==> src/rtl/ps2_rx.sv <==
// PS/2 device-to-host frame receiver: start, 8 data bits LSB first, odd parity, stop.
// Good bytes land in a 1-entry holding register with ack and overrun reporting.
module ps2_rx #(
    parameter int TIMEOUT = 31999
) (
    input  logic       clk,
    input  logic       rst_n,
    input  logic       ps2_clk_ena,
    input  logic       ps2_dat_sync,
    input  logic       rx_inhibit,
    input  logic       rx_ack,
    output logic [7:0] rx_data,
    output logic       rx_valid,
    output logic       rx_ovr,
    output logic       rx_err,
    output logic [1:0] rx_err_code,
    output logic       rx_busy
);

    localparam int TW = $clog2(TIMEOUT + 1);
    localparam logic [TW-1:0] TRELOAD = TW'(TIMEOUT);

    localparam logic [1:0] IDLE = 2'd0;
    localparam logic [1:0] DATA = 2'd1;
    localparam logic [1:0] PRTY = 2'd2;
    localparam logic [1:0] STOP = 2'd3;

    localparam logic [1:0] ERR_PAR  = 2'b01;
    localparam logic [1:0] ERR_FRM  = 2'b10;
    localparam logic [1:0] ERR_TOUT = 2'b11;

    logic [1:0]    state_q, state_d;
    logic [7:0]    shift_q, shift_d;
    logic [2:0]    bitcnt_q, bitcnt_d;
    logic [TW-1:0] timer_q, timer_d;
    logic          par_q, par_d;
    logic [7:0]    data_q, data_d;
    logic          valid_q, valid_d;
    logic          ovr_q, ovr_d;
    logic          err_q, err_d;
    logic [1:0]    code_q, code_d;
    logic          good;

    always_comb begin
        state_d  = state_q;
        shift_d  = shift_q;
        bitcnt_d = bitcnt_q;
        timer_d  = timer_q;
        par_d    = par_q;
        err_d    = 1'b0;
        code_d   = code_q;
        good     = 1'b0;

        if (rx_inhibit) begin
            state_d = IDLE;
        end else if (ps2_clk_ena) begin
            case (state_q)
                IDLE: begin
                    if (!ps2_dat_sync) begin
                        state_d  = DATA;
                        bitcnt_d = 3'd0;
                        timer_d  = TRELOAD;
                    end
                end
                DATA: begin
                    shift_d  = {ps2_dat_sync, shift_q[7:1]};
                    bitcnt_d = bitcnt_q + 3'd1;
                    timer_d  = TRELOAD;
                    if (bitcnt_q == 3'd7) state_d = PRTY;
                end
                PRTY: begin
                    par_d   = ps2_dat_sync;
                    timer_d = TRELOAD;
                    state_d = STOP;
                end
                default: begin
                    state_d = IDLE;
                    if (!ps2_dat_sync) begin
                        err_d  = 1'b1;
                        code_d = ERR_FRM;
                    end else if ((^shift_q ^ par_q) == 1'b0) begin
                        err_d  = 1'b1;
                        code_d = ERR_PAR;
                    end else begin
                        good = 1'b1;
                    end
                end
            endcase
        end else if (state_q != IDLE) begin
            // An edge arriving with timer==0 is handled above and wins.
            if (timer_q == '0) begin
                state_d = IDLE;
                err_d   = 1'b1;
                code_d  = ERR_TOUT;
            end else begin
                timer_d = timer_q - 1'b1;
            end
        end
    end

    always_comb begin
        data_d  = data_q;
        valid_d = valid_q;
        ovr_d   = ovr_q;
        if (good) begin
            if (!valid_q || rx_ack) begin
                data_d  = shift_q;
                valid_d = 1'b1;
                ovr_d   = 1'b0;
            end else begin
                ovr_d = 1'b1;
            end
        end else if (rx_ack) begin
            valid_d = 1'b0;
            ovr_d   = 1'b0;
        end
    end

    always_ff @(posedge clk or negedge rst_n) begin
        if (!rst_n) begin
            state_q  <= IDLE;
            shift_q  <= '0;
            bitcnt_q <= '0;
            timer_q  <= '0;
            par_q    <= 1'b0;
            data_q   <= '0;
            valid_q  <= 1'b0;
            ovr_q    <= 1'b0;
            err_q    <= 1'b0;
            code_q   <= '0;
        end else begin
            state_q  <= state_d;
            shift_q  <= shift_d;
            bitcnt_q <= bitcnt_d;
            timer_q  <= timer_d;
            par_q    <= par_d;
            data_q   <= data_d;
            valid_q  <= valid_d;
            ovr_q    <= ovr_d;
            err_q    <= err_d;
            code_q   <= code_d;
        end
    end

    assign rx_data     = data_q;
    assign rx_valid    = valid_q;
    assign rx_ovr      = ovr_q;
    assign rx_err      = err_q;
    assign rx_err_code = code_q;
    assign rx_busy     = (state_q != IDLE);

endmodule

==> config.mk <==
export PLATFORM = sky130hd
export DESIGN_NAME = ps2_rx
export DESIGN_NICKNAME = d
export VERILOG_FILES = /design/src/rtl/ps2_rx.sv
export SDC_FILE = /design/constraint.sdc
export NUM_CORES = 1
export LEC_CHECK = 0
export ABC_AREA = 1
export BUFFER_PORTS_ARGS = -buffer_cell sky130_fd_sc_hd__buf_4
export CORE_ASPECT_RATIO = 1.25
export CORE_MARGIN = 1.5
export CORE_UTILIZATION = 41
export DETAILED_ROUTE_END_ITERATION = 8
export PLACE_DENSITY_LB_ADDON = 0.08
export SLEW_MARGIN = 10
export SYNTH_ARGS = -nofsm -noshare
export SYNTH_HDL_FRONTEND = slang
export SYNTH_SLANG_ARGS = --single-unit
==> constraint.sdc <==
create_clock -name clk -period 3.6 [get_ports clk]
set_input_delay 0.36 -clock clk [delete_from_list [all_inputs] [get_ports clk]]
set_output_delay 0.36 -clock clk [all_outputs]
set_load 0.005 [all_outputs]
==> flow_summary.toml <==
[die]
start_util_pct = 42.39
die-height_um = 86.87
dieArea_um2 = 6089
io_pins = 20
die_x_um = 70.10
rows = 30
core-area_um2 = 5443

[min_path]
min_path_type = "in -> async"

[timing]
finalSetupViolations = 0
finalWorstSetupSlack_ns = 1.600
rsz0062_at_grt = "false"
drv_slew = 0
fin_skew_ns = 0.002550
min_period_ns = 2.000
hold-worst-slack_ns = 0.05345
worst_slew_pin_slew_ns = 0.5488
fin_crit_sh_pct = 55.57
slew_headroom_pct = 63.41
timing.fmax_ghz = 0.4999
tns_ns = 0
hold_viol_final = 0

[clocking]
ctsHoldBuffers = 0
worstSkewPairLatency_ns = 0.29
clkTransAtPathRegs_ns = 0.08
cts_tree = "built"
numCtsBuffers = 5
cts-resized-gates = 0
cts_max_path_buffers = 2
cts_htree_levels = 2
postCtsSetupRepairBufs = 0
cts-root-buf = "clkbuf_8"
clkSinkCount = 42

[job]
cap_violations = 0

[global_route]
antenna_found_initial = 0
gr-total-overflow = 0
grt_max_degree = 43
first_global_vias = 1913
grt_usage_pct = 18.23
grt_pass1_wl_mm = 8.956

[layout]
syn_to_final_growth_pct = 11.66
final_area_um2 = 2576
n_antenna_cell = 0
fillerInstances = 539
layout-drive-gt1-share_pct = 15.00
nNetsFinal = 333

[detailed_routing]
topRoutingLayerUsed = "met4"
drt-initial-drc-count = 103
via_per_inst = 5.010
routedWlPerCell_um = 12.79
wl_met2_mm = 2.371
wirelength_mm = 4.911
ant_nets = 0
drc_errors = 0
dr.pass1.iters = 4
wl_met1_mm = 2.341
wl_met3_um = 149
vias = 1924

[place]
dp_hpwl_mm = 3.651
portBuffers = 19
place_area_um2 = 2497
post-place-ws_ns = 1.585
gp_congestion = 0.7927

[power_and_ir_drop]
power_w = 0.001496
p_leak_nw = 1.314
powerDensity_nw_per_um2 = 580.9
irDropWorstVdd_mv = 0.2776

[logic_synthesis]
avgSynthCellArea_um2 = 7.742
ys.warnings.count = 0
syn_area_um2 = 2307
synth_nets = 311
synthDistinctLibCells = 30
yosys_register_bits = 42
synthCells = 298
yosysSeqAreaShare_pct = 45.55

[worst_setup_path]
worstSetupPathType = "reg -> reg"
crit_start = "state_q[0]"
r2r_slack_ns = 1.60
r2r_cells = 13
worst_path_largest_cell_delay_ns = 0.42
r2r_end = "timer_q[12]"
cpMaxStageDelayCell = "dfrtp_1"
crit_family = "simple AND/OR/NAND/NOR gates"
cp_num_buf_inv = 4
worstPathRequired_ns = 3.76
cp_cell_sequence = "inv_1, ha_1, inv_1, nand2_2, nor2_1, a211oi_2, nand2_2, inv_4, nand2_2, inv_2, nand2_1, nand2_1, nand3_1"
start_kind = "flop"
crit_path_frequent_cell = "nand2_2"
end_kind = "flop"
cp_data_arrival_time_ns = 2.16
cp_max_fo = 14
r2r-start = "state_q[0]"

[run_status]
outcome = "finished, final reports clean"
==> cell families after synthesis <==
kind of cell | share of synthesized area [%]
compound gates | 9.870
fa+ha+maj | 3.796
simple gates | 31.78
flops | 45.55
buf+inv | 7.864
xor+xnor | 1.139
==> where the power goes <==
group | internal (W) | leakage, nW | switching, W | total [W]
combinational | 0.000191 | 0.754 | 0.000322 | 0.000514
clock | 0.000130 | 0.0438 | 0.000158 | 0.000288
sequential | 0.000583 | 0.516 | 0.000112 | 0.000695
==> stage by stage <==
stage | util, % | instances
floorplan | - | 298
global placement | 45.89 | 377
detailed placement | 45.89 | 377
CTS | 47.33 | 384
global route | 47.33 | 384
finish | 47.33 | 384
==> how the worst max path moves through the flow <==
stage	endpoint	depth (start not counted)	slack (ns)
after floorplan	timer_q[12]	13	1.94
after global placement	timer_q[12]	13	1.59
after detailed placement	timer_q[12]	13	1.59
after CTS	timer_q[12]	13	1.58
after global routing	rx_data[7]	12	1.36
final	timer_q[12]	13	1.60
==> layout by cell type, fill, tap and decap left out, drive strengths merged, types with 3 or more instances in the layout <==
cell	Yosys	layout
clkbuf	0	5
a21oi	6	6
inv	39	39
o21ai	25	25
ha	7	7
buf	4	19
nand3	16	16
xor2	3	3
nor2	28	28
nand4	16	16
nand2	99	99
nor3	3	3
dfrtp	42	42
==> flip-flops by register name (all words and copies together) (netlist names) <==
name / cells
rx_err_code: 2
par_q: 1
rx_data: 8
rx_err: 1
timer_q: 15
state_q: 2
rx_valid: 1
rx_ovr: 1
bitcnt_q: 3
shift_q: 8
==> routing by layer <==
layer | global-route usage, % | vias up
met5 | 0 | -
met4 | 5.245 | 0
met3 | 2.778 | 4
met2 | 31.17 | 28
met1 | 24.10 | 888
li1 | - | 1004
==> synthesized netlist by cell type (all sizes together) <==
| cell | n | area (um2) |
|---|---|---|
| a211oi | 2 | 20.02 |
| o21bai | 1 | 7.510 |
| nor3 | 3 | 15.01 |
| nand3 | 16 | 90.09 |
| inv | 39 | 148.9 |
| dfrtp | 42 | 1051 |
| nand4 | 16 | 100.1 |
| nand2 | 99 | 384.1 |
| buf | 4 | 32.53 |
| a21oi | 6 | 33.78 |
| o21ai | 25 | 125.1 |
| a31oi | 1 | 6.260 |
| or2 | 1 | 6.260 |
| nor2 | 28 | 130.1 |
| o31ai | 1 | 7.510 |
| o211ai | 1 | 7.510 |
| ha | 7 | 87.58 |
| a32o | 2 | 20.02 |
| xor2 | 3 | 26.28 |
| nand3b | 1 | 7.510 |
==> area by class of cell <==
cell class,count,area (um2),share of cell area (%)
clock buffer,5,68.82,2.671
clock inverter,2,10.01,0.3885
inverter,39,148.9,5.780
multi-input combinational,213,1075,41.72
sequential,42,1051,40.80
tap,64,80.08,3.108
timing repair buffer,19,142.6,5.537
Power figures use the tool's default switching activity.
